==> config.mk <==
export PLATFORM = sky130hd
export DESIGN_NAME = alu_core
export DESIGN_NICKNAME = d
export VERILOG_FILES = /design/src/rtl/alu_core.sv
export SDC_FILE = /design/constraint.sdc
export NUM_CORES = 1
export LEC_CHECK = 0
export BUFFER_PORTS_ARGS = -buffer_cell sky130_fd_sc_hd__buf_2
export CAP_MARGIN = 20
export CORE_UTILIZATION = 61
export DETAILED_ROUTE_END_ITERATION = 10
export GPL_TIMING_DRIVEN = 0
export PLACE_DENSITY = 0.83
export SLEW_MARGIN = 15
export SYNTH_ARGS = -nofsm -noshare
export SYNTH_HDL_FRONTEND = slang
export SYNTH_SLANG_ARGS = --single-unit
==> constraint.sdc <==
create_clock -name CLK -period 5.8 [get_ports CLK]
set_clock_uncertainty 0.15 [all_clocks]
set_input_delay 0.58 -clock CLK [delete_from_list [all_inputs] [get_ports CLK]]
set_output_delay 0.58 -clock CLK [all_outputs]
set_load 0.005 [all_outputs]
==> src/rtl/alu_core.sv <==
// ---------------------------------------------------------------------------
// alu_core
//   Registered, parameterised ALU with an arithmetic command set (MODE=1)
//   and a logical command set (MODE=0). Most commands complete in a single
//   cycle. The two multiply commands take a 3-cycle pipeline. A two-operand
//   command that arrives with only one operand valid waits up to 15 further
//   edges for both operands, then times out with ERR.
//
//   Every input is registered on the edge that samples it. The FSM acts on
//   those registered copies at the following edge. A result is therefore
//   visible one edge after its inputs were sampled, and a multiply result
//   three edges after.
//
// Ports
//   CLK        clock, everything on the rising edge
//   RST        synchronous active-high reset (priority over CE)
//   OPA, OPB   operands (WIDTH)
//   CMD        command code (CWIDTH)
//   MODE       1 = arithmetic, 0 = logical
//   CIN        carry-in, used by ADD_CIN / SUB_CIN only
//   CE         clock enable; 0 clears outputs and aborts pending work
//   INP_VALID  bit0 = OPA valid, bit1 = OPB valid
//   RES        result, zero-extended to 2*WIDTH
//   COUT       carry / borrow out
//   OFLOW      overflow
//   E, G, L    compare flags (CMP only)
//   ERR        error
// ---------------------------------------------------------------------------
module alu_core #(
    parameter int WIDTH  = 8,
    parameter int CWIDTH = 4
) (
    input  logic                 CLK,
    input  logic                 RST,
    input  logic [WIDTH-1:0]     OPA,
    input  logic [WIDTH-1:0]     OPB,
    input  logic [CWIDTH-1:0]    CMD,
    input  logic                 MODE,
    input  logic                 CIN,
    input  logic                 CE,
    input  logic [1:0]           INP_VALID,
    output logic [2*WIDTH-1:0]   RES,
    output logic                 COUT,
    output logic                 OFLOW,
    output logic                 E,
    output logic                 G,
    output logic                 L,
    output logic                 ERR
);

    localparam int RW = 2 * WIDTH;       // result width
    localparam int MW = WIDTH + 1;       // multiplier operand width
    localparam int SH = $clog2(WIDTH);   // rotate-amount width

    // Arithmetic command codes
    localparam logic [CWIDTH-1:0] A_ADD     = CWIDTH'(4'd0);
    localparam logic [CWIDTH-1:0] A_SUB     = CWIDTH'(4'd1);
    localparam logic [CWIDTH-1:0] A_ADD_CIN = CWIDTH'(4'd2);
    localparam logic [CWIDTH-1:0] A_SUB_CIN = CWIDTH'(4'd3);
    localparam logic [CWIDTH-1:0] A_INC_A   = CWIDTH'(4'd4);
    localparam logic [CWIDTH-1:0] A_DEC_A   = CWIDTH'(4'd5);
    localparam logic [CWIDTH-1:0] A_INC_B   = CWIDTH'(4'd6);
    localparam logic [CWIDTH-1:0] A_DEC_B   = CWIDTH'(4'd7);
    localparam logic [CWIDTH-1:0] A_CMP     = CWIDTH'(4'd8);
    localparam logic [CWIDTH-1:0] A_MUL_INC = CWIDTH'(4'd9);
    localparam logic [CWIDTH-1:0] A_MUL_SHL = CWIDTH'(4'd10);

    // Logical command codes
    localparam logic [CWIDTH-1:0] L_AND     = CWIDTH'(4'd0);
    localparam logic [CWIDTH-1:0] L_NAND    = CWIDTH'(4'd1);
    localparam logic [CWIDTH-1:0] L_OR      = CWIDTH'(4'd2);
    localparam logic [CWIDTH-1:0] L_NOR     = CWIDTH'(4'd3);
    localparam logic [CWIDTH-1:0] L_XOR     = CWIDTH'(4'd4);
    localparam logic [CWIDTH-1:0] L_XNOR    = CWIDTH'(4'd5);
    localparam logic [CWIDTH-1:0] L_NOT_A   = CWIDTH'(4'd6);
    localparam logic [CWIDTH-1:0] L_NOT_B   = CWIDTH'(4'd7);
    localparam logic [CWIDTH-1:0] L_SHR1_A  = CWIDTH'(4'd8);
    localparam logic [CWIDTH-1:0] L_SHL1_A  = CWIDTH'(4'd9);
    localparam logic [CWIDTH-1:0] L_SHR1_B  = CWIDTH'(4'd10);
    localparam logic [CWIDTH-1:0] L_SHL1_B  = CWIDTH'(4'd11);
    localparam logic [CWIDTH-1:0] L_ROL_A_B = CWIDTH'(4'd12);
    localparam logic [CWIDTH-1:0] L_ROR_A_B = CWIDTH'(4'd13);

    typedef enum logic [1:0] {
        S_IDLE    = 2'd0,
        S_WAIT_OP = 2'd1,
        S_MUL1    = 2'd2,
        S_MUL2    = 2'd3
    } state_t;

    typedef struct packed {
        logic [RW-1:0] res;
        logic          cout;
        logic          oflow;
        logic          e;
        logic          g;
        logic          l;
        logic          err;
    } out_t;

    // ------------------------------------------------------------------
    // Command classification helpers
    // ------------------------------------------------------------------
    function automatic logic cmd_ok(input logic mode, input logic [CWIDTH-1:0] cmd);
        logic ok;
        if (mode) begin
            ok = (cmd <= A_MUL_SHL);
        end else begin
            ok = (cmd <= L_ROR_A_B);
        end
        return ok;
    endfunction

    // Required valid bits: 2'b01 = A only, 2'b10 = B only, 2'b11 = both.
    function automatic logic [1:0] need_mask(input logic mode, input logic [CWIDTH-1:0] cmd);
        logic [1:0] m;
        m = 2'b11;
        if (mode) begin
            case (cmd)
                A_INC_A, A_DEC_A: m = 2'b01;
                A_INC_B, A_DEC_B: m = 2'b10;
                default:          m = 2'b11;
            endcase
        end else begin
            case (cmd)
                L_NOT_A, L_SHR1_A, L_SHL1_A: m = 2'b01;
                L_NOT_B, L_SHR1_B, L_SHL1_B: m = 2'b10;
                default:                     m = 2'b11;
            endcase
        end
        return m;
    endfunction

    function automatic logic is_mul(input logic mode, input logic [CWIDTH-1:0] cmd);
        return mode && ((cmd == A_MUL_INC) || (cmd == A_MUL_SHL));
    endfunction

    function automatic out_t err_result();
        out_t o;
        o     = '0;
        o.err = 1'b1;
        return o;
    endfunction

    // Single-cycle datapath. Multiply codes return zero here; the pipeline
    // supplies their result.
    function automatic out_t compute(input logic              mode,
                                     input logic [CWIDTH-1:0] cmd,
                                     input logic              cin,
                                     input logic [WIDTH-1:0]  a,
                                     input logic [WIDTH-1:0]  b);
        out_t             o;
        logic [WIDTH:0]   wide;
        logic [WIDTH-1:0] narrow;
        logic [RW-1:0]    rot;
        o      = '0;
        wide   = '0;
        narrow = '0;
        rot    = '0;
        if (mode) begin
            case (cmd)
                A_ADD: begin
                    wide    = {1'b0, a} + {1'b0, b};
                    o.res   = RW'(wide);
                    o.cout  = wide[WIDTH];
                end
                A_ADD_CIN: begin
                    wide    = {1'b0, a} + {1'b0, b} + {{WIDTH{1'b0}}, cin};
                    o.res   = RW'(wide);
                    o.cout  = wide[WIDTH];
                end
                // Difference kept to WIDTH bits; bit WIDTH of the extended
                // subtraction is the borrow.
                A_SUB: begin
                    wide    = {1'b0, a} - {1'b0, b};
                    o.res   = RW'(wide[WIDTH-1:0]);
                    o.cout  = wide[WIDTH];
                    o.oflow = wide[WIDTH];
                end
                A_SUB_CIN: begin
                    wide    = {1'b0, a} - {1'b0, b} - {{WIDTH{1'b0}}, cin};
                    o.res   = RW'(wide[WIDTH-1:0]);
                    o.cout  = wide[WIDTH];
                    o.oflow = wide[WIDTH];
                end
                A_INC_A: begin
                    narrow  = a + {{(WIDTH-1){1'b0}}, 1'b1};
                    o.res   = RW'(narrow);
                    o.oflow = &a;
                end
                A_DEC_A: begin
                    narrow  = a - {{(WIDTH-1){1'b0}}, 1'b1};
                    o.res   = RW'(narrow);
                    o.oflow = ~|a;
                end
                A_INC_B: begin
                    narrow  = b + {{(WIDTH-1){1'b0}}, 1'b1};
                    o.res   = RW'(narrow);
                    o.oflow = &b;
                end
                A_DEC_B: begin
                    narrow  = b - {{(WIDTH-1){1'b0}}, 1'b1};
                    o.res   = RW'(narrow);
                    o.oflow = ~|b;
                end
                A_CMP: begin
                    o.e = (a == b);
                    o.g = (a > b);
                    o.l = (a < b);
                end
                A_MUL_INC, A_MUL_SHL: begin
                    o = '0;
                end
                default: begin
                    o.err = 1'b1;
                end
            endcase
        end else begin
            case (cmd)
                L_AND:    narrow = a & b;
                L_NAND:   narrow = ~(a & b);
                L_OR:     narrow = a | b;
                L_NOR:    narrow = ~(a | b);
                L_XOR:    narrow = a ^ b;
                L_XNOR:   narrow = ~(a ^ b);
                L_NOT_A:  narrow = ~a;
                L_NOT_B:  narrow = ~b;
                L_SHR1_A: narrow = a >> 1;
                L_SHL1_A: narrow = a << 1;
                L_SHR1_B: narrow = b >> 1;
                L_SHL1_B: narrow = b << 1;
                // Rotates shift a doubled copy of A; out-of-range amount
                // bits only raise ERR, the rotated value is still returned.
                L_ROL_A_B: begin
                    rot    = {a, a} << b[SH-1:0];
                    narrow = rot[RW-1:WIDTH];
                    o.err  = |(b >> SH);
                end
                L_ROR_A_B: begin
                    rot    = {a, a} >> b[SH-1:0];
                    narrow = rot[WIDTH-1:0];
                    o.err  = |(b >> SH);
                end
                default: begin
                    o.err = 1'b1;
                end
            endcase
            o.res = RW'(narrow);
        end
        return o;
    endfunction

    // ------------------------------------------------------------------
    // Storage
    // ------------------------------------------------------------------
    logic [WIDTH-1:0]  in_opa_r, in_opb_r;
    logic [CWIDTH-1:0] in_cmd_r;
    logic              in_mode_r, in_cin_r, in_ce_r;
    logic [1:0]        in_valid_r;

    state_t            state_r, state_s;
    logic [CWIDTH-1:0] cap_cmd_r, cap_cmd_s;
    logic              cap_mode_r, cap_mode_s;
    logic              cap_cin_r, cap_cin_s;
    logic [3:0]        cnt_r, cnt_s;
    logic [MW-1:0]     mul_a_r, mul_a_s, mul_b_r, mul_b_s;
    logic [RW-1:0]     prod_r, prod_s;
    out_t              out_r, out_s;

    logic [CWIDTH-1:0] exec_cmd_s;
    logic              exec_mode_s, exec_cin_s, exec_mul_s;
    logic [MW-1:0]     mul_opa_s, mul_opb_s;
    out_t              exec_out_s;
    logic [1:0]        need_s;
    logic              ok_s;

    // Input stage: capture the protocol inputs at every edge.
    always_ff @(posedge CLK) begin
        if (RST) begin
            in_opa_r   <= '0;
            in_opb_r   <= '0;
            in_cmd_r   <= '0;
            in_mode_r  <= 1'b0;
            in_cin_r   <= 1'b0;
            in_ce_r    <= 1'b0;
            in_valid_r <= 2'b00;
        end else begin
            in_opa_r   <= OPA;
            in_opb_r   <= OPB;
            in_cmd_r   <= CMD;
            in_mode_r  <= MODE;
            in_cin_r   <= CIN;
            in_ce_r    <= CE;
            in_valid_r <= INP_VALID;
        end
    end

    // Command source: the captured command while waiting for operands.
    always_comb begin
        exec_cmd_s  = in_cmd_r;
        exec_mode_s = in_mode_r;
        exec_cin_s  = in_cin_r;
        if (state_r == S_WAIT_OP) begin
            exec_cmd_s  = cap_cmd_r;
            exec_mode_s = cap_mode_r;
            exec_cin_s  = cap_cin_r;
        end else begin
            exec_cmd_s  = in_cmd_r;
            exec_mode_s = in_mode_r;
            exec_cin_s  = in_cin_r;
        end
    end

    assign exec_out_s = compute(exec_mode_s, exec_cmd_s, exec_cin_s, in_opa_r, in_opb_r);
    assign exec_mul_s = is_mul(exec_mode_s, exec_cmd_s);
    assign need_s     = need_mask(in_mode_r, in_cmd_r);
    assign ok_s       = cmd_ok(in_mode_r, in_cmd_r);

    // Multiplier operand preparation for MUL_INC and MUL_SHL.
    always_comb begin
        mul_opa_s = {in_opa_r, 1'b0};
        mul_opb_s = {1'b0, in_opb_r};
        if (exec_cmd_s == A_MUL_INC) begin
            mul_opa_s = {1'b0, in_opa_r} + {{WIDTH{1'b0}}, 1'b1};
            mul_opb_s = {1'b0, in_opb_r} + {{WIDTH{1'b0}}, 1'b1};
        end else begin
            mul_opa_s = {in_opa_r, 1'b0};
            mul_opb_s = {1'b0, in_opb_r};
        end
    end

    // Next-state and next-output logic.
    always_comb begin
        state_s    = state_r;
        cap_cmd_s  = cap_cmd_r;
        cap_mode_s = cap_mode_r;
        cap_cin_s  = cap_cin_r;
        cnt_s      = cnt_r;
        mul_a_s    = mul_a_r;
        mul_b_s    = mul_b_r;
        prod_s     = prod_r;
        out_s      = out_r;
        if (!in_ce_r) begin
            state_s = S_IDLE;
            cnt_s   = 4'd0;
            out_s   = '0;
        end else begin
            case (state_r)
                S_IDLE: begin
                    if (in_valid_r == 2'b00) begin
                        out_s = '0;
                    end else if (!ok_s) begin
                        out_s = err_result();
                    end else if ((need_s & in_valid_r) == 2'b00) begin
                        out_s = err_result();
                    end else if ((need_s == 2'b11) && (in_valid_r != 2'b11)) begin
                        // One operand of a two-operand command: hold outputs
                        // and wait; the counter starts at the first wait edge.
                        cap_cmd_s  = in_cmd_r;
                        cap_mode_s = in_mode_r;
                        cap_cin_s  = in_cin_r;
                        cnt_s      = 4'd1;
                        state_s    = S_WAIT_OP;
                    end else if (exec_mul_s) begin
                        mul_a_s = mul_opa_s;
                        mul_b_s = mul_opb_s;
                        state_s = S_MUL1;
                    end else begin
                        out_s = exec_out_s;
                    end
                end
                S_WAIT_OP: begin
                    if (in_valid_r == 2'b11) begin
                        if (exec_mul_s) begin
                            mul_a_s = mul_opa_s;
                            mul_b_s = mul_opb_s;
                            state_s = S_MUL1;
                        end else begin
                            out_s   = exec_out_s;
                            state_s = S_IDLE;
                        end
                    end else if (cnt_r == 4'd15) begin
                        out_s   = err_result();
                        state_s = S_IDLE;
                    end else begin
                        cnt_s = cnt_r + 4'd1;
                    end
                end
                S_MUL1: begin
                    // Product reduced modulo 2^(2*WIDTH).
                    prod_s  = RW'(mul_a_r * mul_b_r);
                    state_s = S_MUL2;
                end
                S_MUL2: begin
                    out_s     = '0;
                    out_s.res = prod_r;
                    state_s   = S_IDLE;
                end
                default: begin
                    out_s   = '0;
                    state_s = S_IDLE;
                end
            endcase
        end
    end

    // State, pipeline and output registers.
    always_ff @(posedge CLK) begin
        if (RST) begin
            state_r    <= S_IDLE;
            cap_cmd_r  <= '0;
            cap_mode_r <= 1'b0;
            cap_cin_r  <= 1'b0;
            cnt_r      <= 4'd0;
            mul_a_r    <= '0;
            mul_b_r    <= '0;
            prod_r     <= '0;
            out_r      <= '0;
        end else begin
            state_r    <= state_s;
            cap_cmd_r  <= cap_cmd_s;
            cap_mode_r <= cap_mode_s;
            cap_cin_r  <= cap_cin_s;
            cnt_r      <= cnt_s;
            mul_a_r    <= mul_a_s;
            mul_b_r    <= mul_b_s;
            prod_r     <= prod_s;
            out_r      <= out_s;
        end
    end

    assign RES   = out_r.res;
    assign COUT  = out_r.cout;
    assign OFLOW = out_r.oflow;
    assign E     = out_r.e;
    assign G     = out_r.g;
    assign L     = out_r.l;
    assign ERR   = out_r.err;

endmodule

==> metrics.txt, run 1 <==
Pre-Repair DR Iteration Count 6; via/cell ratio a little under 7; GRT met1 Usage 0.560; Final Cycle Share 0.892; gr usage total 0.453; worst r2r dst prod_r[14]; overall power 1.83 mW; wire per inst 24.1 um; startpoint types flip-flop; Post-synth ARST share 0; busiest layer in global routing met2; average size of a mapped cell 7.79 sq um; most frequent cells in the layout 174 x nand2_1, 115 x inv_1, 97 x nor2_1; WP data required 5960 ps; Hold/Removal Path Class in -> reg; Finished Cell Area 11500 sq um; ratio of cells with drive above 1 in the final layout 0.114; met2 GRT Util 0.715; placed wire-length estimate 31100 um; Final #Nets 1577; CTS tree built; CTS Sinks 93; Primary FF master, synth dfxtp_1; core area 16800 sq um; Place WS 710 ps; max-slew violation count 0; H-Tree Depth 3; Ys Warns 0; Initial Util 0.634; cts hold-fix bufs 0; via count roughly 11000; CP Capture Type flip-flop; worst hold path stage count 2; crit path from mul_a_r[3]; Fmax achieved 0.193 GHz; area grow syn2layout 7.77%; kind of critical path reg -> reg; clk buf depth 2; CTS Buf Count 9; Final GP Congestion approximately 1.0; Period minus WS final roughly 5200 ps; commonest non-fill, non-tap cell in the layout nand2_1; FF-to-FF setup slack 630 ps; max cap viols 0; setup bufs post-CTS 0; cells on worst reg2reg path 17; cts repair resizes 0; Die Footprint around 18000 sq um; Least-Margin Pin Slew 1100 ps; final setup violating endpoints 0; Congestion Overflow GR 0; Final Worst Setup Slack 629 ps; post-route ant nets 0; Non-Filler Instances 1654; Synth Instances 1369; met3 Track Usage GR 0.0979; Placed Instances about 1600; clk_lat worst skew about 380 ps; wirelength, routed 39900 um; largest net degree at the start of global routing 20; DP Area 11200 sq um; initial antenna violation count 1; DR iter-0 viols 1415; Peak supply drop 0.239 mV; Post-synth EDFFs 0; Setup TNS 0 ps; row cnt 47; worst r2r src mul_a_r[3]; sequential share of the synthesized area 0.175; hold endpoint in_cmd_r[1]; vias in the first global route 10500; Worst Path Max Fanout 10; hold_sp CMD[1]; Cell Area, Synth 10700 sq um; Ports 49; PwrDens 159 nW/um^2; RSZ-0062 raised after global routing false; Die X 134 um; Max transition margin 0.262; Leakage between 4 and 5 nW; first-pass GRT wire length ~61000 um; hold_ws 253 ps; Diodes inserted 0; Port Buffer Count 47; Hold Violations, Final 0; DRC 0; Critical Path AT ~5300 ps; Final Util 0.683; FF+latch count, synth 93; Unique masters post-synth 112; Reg clk slew, reported paths 90 ps; status complete, no violations; Die Y 134 um; Synthesized Nets 1517; Root Driver clkbuf_16
flip-flops by register name, summed over array words and instances (netlist names), 4 cells and up:
name       flops
RES           16
prod_r        16
mul_a_r        9
mul_b_r        9
in_opa_r       8
in_opb_r       8
cap_cmd_r      4
cnt_r          4
in_cmd_r       4
cell usage after synthesis (all sizes together), types with 5 or more instances:
cell / number / share of area
o21a: 8 / 0.0058
nand4: 9 / 0.0053
fa: 51 / 0.096
and2: 36 / 0.021
or3: 7 / 0.0041
nor2b: 42 / 0.025
nand2b: 8 / 0.0054
buf: 36 / 0.024
nand3: 44 / 0.022
a21o: 7 / 0.0056
mux4: 8 / 0.017
mux2i: 30 / 0.030
or2: 5 / 0.0032
dfxtp: 93 / 0.17
nor2: 100 / 0.036
o21bai: 5 / 0.0035
nand4b: 6 / 0.0055
a211oi: 19 / 0.015
o22ai: 17 / 0.010
o2111ai: 5 / 0.0041
ha: 70 / 0.082
o32ai: 5 / 0.0048
o21ai: 42 / 0.021
o211ai: 9 / 0.0063
a2111oi: 8 / 0.0079
xor2: 9 / 0.0074
nor3: 31 / 0.017
o311ai: 8 / 0.0066
nor4: 11 / 0.0085
a32oi: 5 / 0.0041
and3: 10 / 0.0059
o31ai: 10 / 0.0083
xnor2: 38 / 0.031
o221ai: 10 / 0.0088
a22oi: 23 / 0.016
clkbuf: 67 / 0.024
mux2: 9 / 0.010
a21oi: 89 / 0.044
a31oi: 17 / 0.010
a221oi: 7 / 0.0058
inv: 116 / 0.041
nand2: 176 / 0.063
worst max path at each step:
stage | end | slack (ps) | depth (start not counted)
after floorplan | prod_r[14] | 1270 | 17
after global placement | prod_r[14] | 920 | 17
after detailed placement | prod_r[14] | 710 | 17
after CTS | prod_r[14] | 680 | 17
after global routing | prod_r[14] | 370 | 17
final | prod_r[14] | 630 | 17
final cells by class:
type / count / area [sq um]
multi-input combinational: 1055 / 7840
fill: 1394 / 5330
inverter: 118 / 443
buffer: 103 / 512
timing repair buffer: 49 / 253
sequential: 93 / 1860
tap: 220 / 275
clock inverter: 7 / 75.1
clock buffer: 9 / 225
routing by layer:
metal,routed length (um),part of all wire
met5,0,0
met2,17900,0.45
met1,15300,0.38
met3,3940,0.099
met4,2780,0.070
cell families after synthesis:
group / share of synthesized area
AND/OR/NAND/NOR: 0.243
AO/OA/AOI/OAI: 0.220
buffers and inverters: 0.0896
adder cells (fa/ha/maj): 0.178
flip-flops: 0.175
XOR/XNOR: 0.0386
multiplexers: 0.0567
worst max-delay path: stages, from the launching register on:
cell,delay [ps]
dfxtp_1,310
clkbuf_1,430
nand2_1,150
fa_1,540
fa_1,530
inv_1,50
ha_1,270
inv_1,50
fa_1,520
fa_1,460
nor2b_1,160
o21ai_0,130
a21oi_1,250
o21ai_0,120
a21boi_0,340
o2111ai_1,180
a2111o_1,390
nand3_1,90
power by group:
part	internal (mW)	leakage (nW)	switching [mW]	total, mW
Clock	0.306	0.144	0.322	0.628
Combinational	0.184	3.76	0.344	0.528
Sequential	0.651	0.756	0.0225	0.673
No activity file was read; power rests on OpenSTA's default activity.
==> run 2: changes to the inputs <==
--- a/config.mk
+++ b/config.mk
@@ -7,10 +7,13 @@
 export LEC_CHECK = 0
 export BUFFER_PORTS_ARGS = -buffer_cell sky130_fd_sc_hd__buf_2
 export CAP_MARGIN = 20
-export CORE_UTILIZATION = 61
+export CELL_PAD_IN_SITES_DETAIL_PLACEMENT = 2
+export CELL_PAD_IN_SITES_GLOBAL_PLACEMENT = 2
+export CORE_UTILIZATION = 39
+export CTS_BUF_LIST = sky130_fd_sc_hd__clkbuf_8
 export DETAILED_ROUTE_END_ITERATION = 10
 export GPL_TIMING_DRIVEN = 0
-export PLACE_DENSITY = 0.83
+export PLACE_DENSITY = 0.88
 export SLEW_MARGIN = 15
 export SYNTH_ARGS = -nofsm -noshare
 export SYNTH_HDL_FRONTEND = slang
==> constraint.sdc (replaced) <==
create_clock -name CLK -period 5.8 [get_ports CLK]
set_clock_uncertainty 0.15 [all_clocks]
set_input_delay 1.16 -clock CLK [delete_from_list [all_inputs] [get_ports CLK]]
set_output_delay 1.16 -clock CLK [all_outputs]
set_load 0.005 [all_outputs]
==> run 2 against run 1 <==
  * Fmax decreased by 5.2%
  * Routed wire length increased by 25%
  * First-iteration DRC count shrank 30%
  * Sequential power barely moved
  * Final area increased by 0.47%
==> metrics.txt, run 2 (synthesis gave the netlist of run 1 again) <==
status complete, no violations; core area 26900 sq um (+60%); startpoint types flip-flop; Root Driver clkbuf_8; area grow syn2layout 8.27%; CTS Sinks 93 (unchanged); hold_sp COUT; Die Footprint 28000 sq um (+55%); Die Y 167 um (+25%); multi-input logic area 7840 sq um (unchanged); setup bufs post-CTS 0 (unchanged); Fmax achieved 0.183 GHz (-5.2%); row cnt 60 (+28%); Pre-Repair DR Iteration Count 5 (-1); via/cell ratio 6.41 (-4.9%); H-Tree Depth 3 (unchanged); placed wire-length estimate 39400 um (+27%); Final GP Congestion 1.00 (-3.2%); CTS Buf Count 9 (unchanged); PwrDens 151 nW/um^2 (-4.8%); Initial Util 0.397 (-0.237); FF-to-FF setup slack 340 ps (-290 ps); cts repair resizes 0 (unchanged); Least-Margin Pin Slew 1040 ps (-54.5 ps); DR iter-0 viols 997 (-30%); Reg clk slew, reported paths 120 ps (+30 ps); Peak supply drop 0.145 mV (-39%); via count 11400 (+2.1%); Final Worst Setup Slack 343 ps (-286 ps); clk buf depth 2 (unchanged); final setup violating endpoints 0 (unchanged); Placed Instances 1757 (+7.4%); DRC 0 (unchanged); Final Util 0.429 (-0.254); gr usage total 0.357 (-0.0958); wire per inst 28.1 um (+17%); overall power 1.75 mW (-4.4%); crit path from mul_a_r[3]; WP data required 5950 ps (about the same); worst r2r src mul_a_r[3]; commonest non-fill, non-tap cell in the layout nand2_1; most frequent cells in the layout 174 x nand2_1, 115 x inv_1, 97 x nor2_1; Hold Violations, Final 0 (unchanged); Setup TNS 0 ps (unchanged); Period minus WS final 5460 ps (+286 ps); Place WS 423 ps (-287 ps); CP Capture Type flip-flop; post-route ant nets 0 (unchanged); Worst Path Max Fanout 10 (unchanged); DP Area 11300 sq um (+1.4%); Hold/Removal Path Class reg -> reg; Non-Filler Instances 1775 (+7.3%); Reg area 1860 sq um (unchanged); Final Cycle Share 0.941 (+0.0493); Finished Cell Area 11500 sq um (+0.47%); initial antenna violation count 1 (unchanged); cts hold-fix bufs 0 (unchanged); clk_lat worst skew 420 ps (+40 ps); kind of critical path reg -> reg; RSZ-0062 raised after global routing false; Critical Path AT 5610 ps (+280 ps); max cap viols 0 (unchanged); vias in the first global route 12300 (+17%); max-slew violation count 0 (unchanged); Final #Nets 1575 (-0.13%); first-pass GRT wire length 75900 um (+24%); largest net degree at the start of global routing 19 (-5.0%); Port Buffer Count 47 (unchanged); Die X 167 um (+25%); Congestion Overflow GR 0 (unchanged); Ports 49 (unchanged); Max transition margin 0.304 (+0.0420); Fill cells 3200 (+130%); Leakage 4.61 nW (-1.1%); hold_ws 353 ps (+100 ps); ratio of cells with drive above 1 in the final layout 0.113 (-0.000540); CTS tree built; wirelength, routed 49900 um (+25%)
[run 2: path summary, 6_finish.rpt]
| path | end | cells after the start |
|---|---|---|
| setup / recovery | prod_r[15] | 18 |
| hold / removal | COUT | 2 |
| setup reg to reg | prod_r[15] | 18 |
| hold reg to reg | COUT | 2 |
[run 2: report_power, final]
group | switching (mW) | internal (mW) | total [mW] | leakage, nW
Combinational | 0.377 | 0.183 | 0.561 | 3.75
Sequential | 0.0238 | 0.651 | 0.675 | 0.756
Clock | 0.303 | 0.210 | 0.513 | 0.105
[run 2: worst max-delay path, cell delays in order (launching register included)]
cell,delay (ps)
dfxtp_1,330
clkbuf_1,430
nand2_1,200
fa_1,560
fa_1,520
inv_1,50
ha_1,270
inv_1,60
fa_1,600
inv_1,90
ha_1,300
a21o_1,140
a21oi_1,120
o21a_1,200
o21ai_0,430
a21oi_1,150
a21oi_1,350
nor4b_1,110
a211o_1,280
[run 2: layer usage]
layer | global-route usage | part of all wire
met5 | 0 | 0
met4 | 0.159 | 0.042
met2 | 0.617 | 0.49
met3 | 0.0638 | 0.070
met1 | 0.431 | 0.40
[run 2: cell type report]
class,instances,share of cell area
buffer,103,0.0443
sequential,93,0.161
inverter,118,0.0384
antenna,2,0.000434
multi-input combinational,1055,0.680
clock inverter,7,0.00791
timing repair buffer,47,0.0204
tap,341,0.0370
clock buffer,9,0.0107
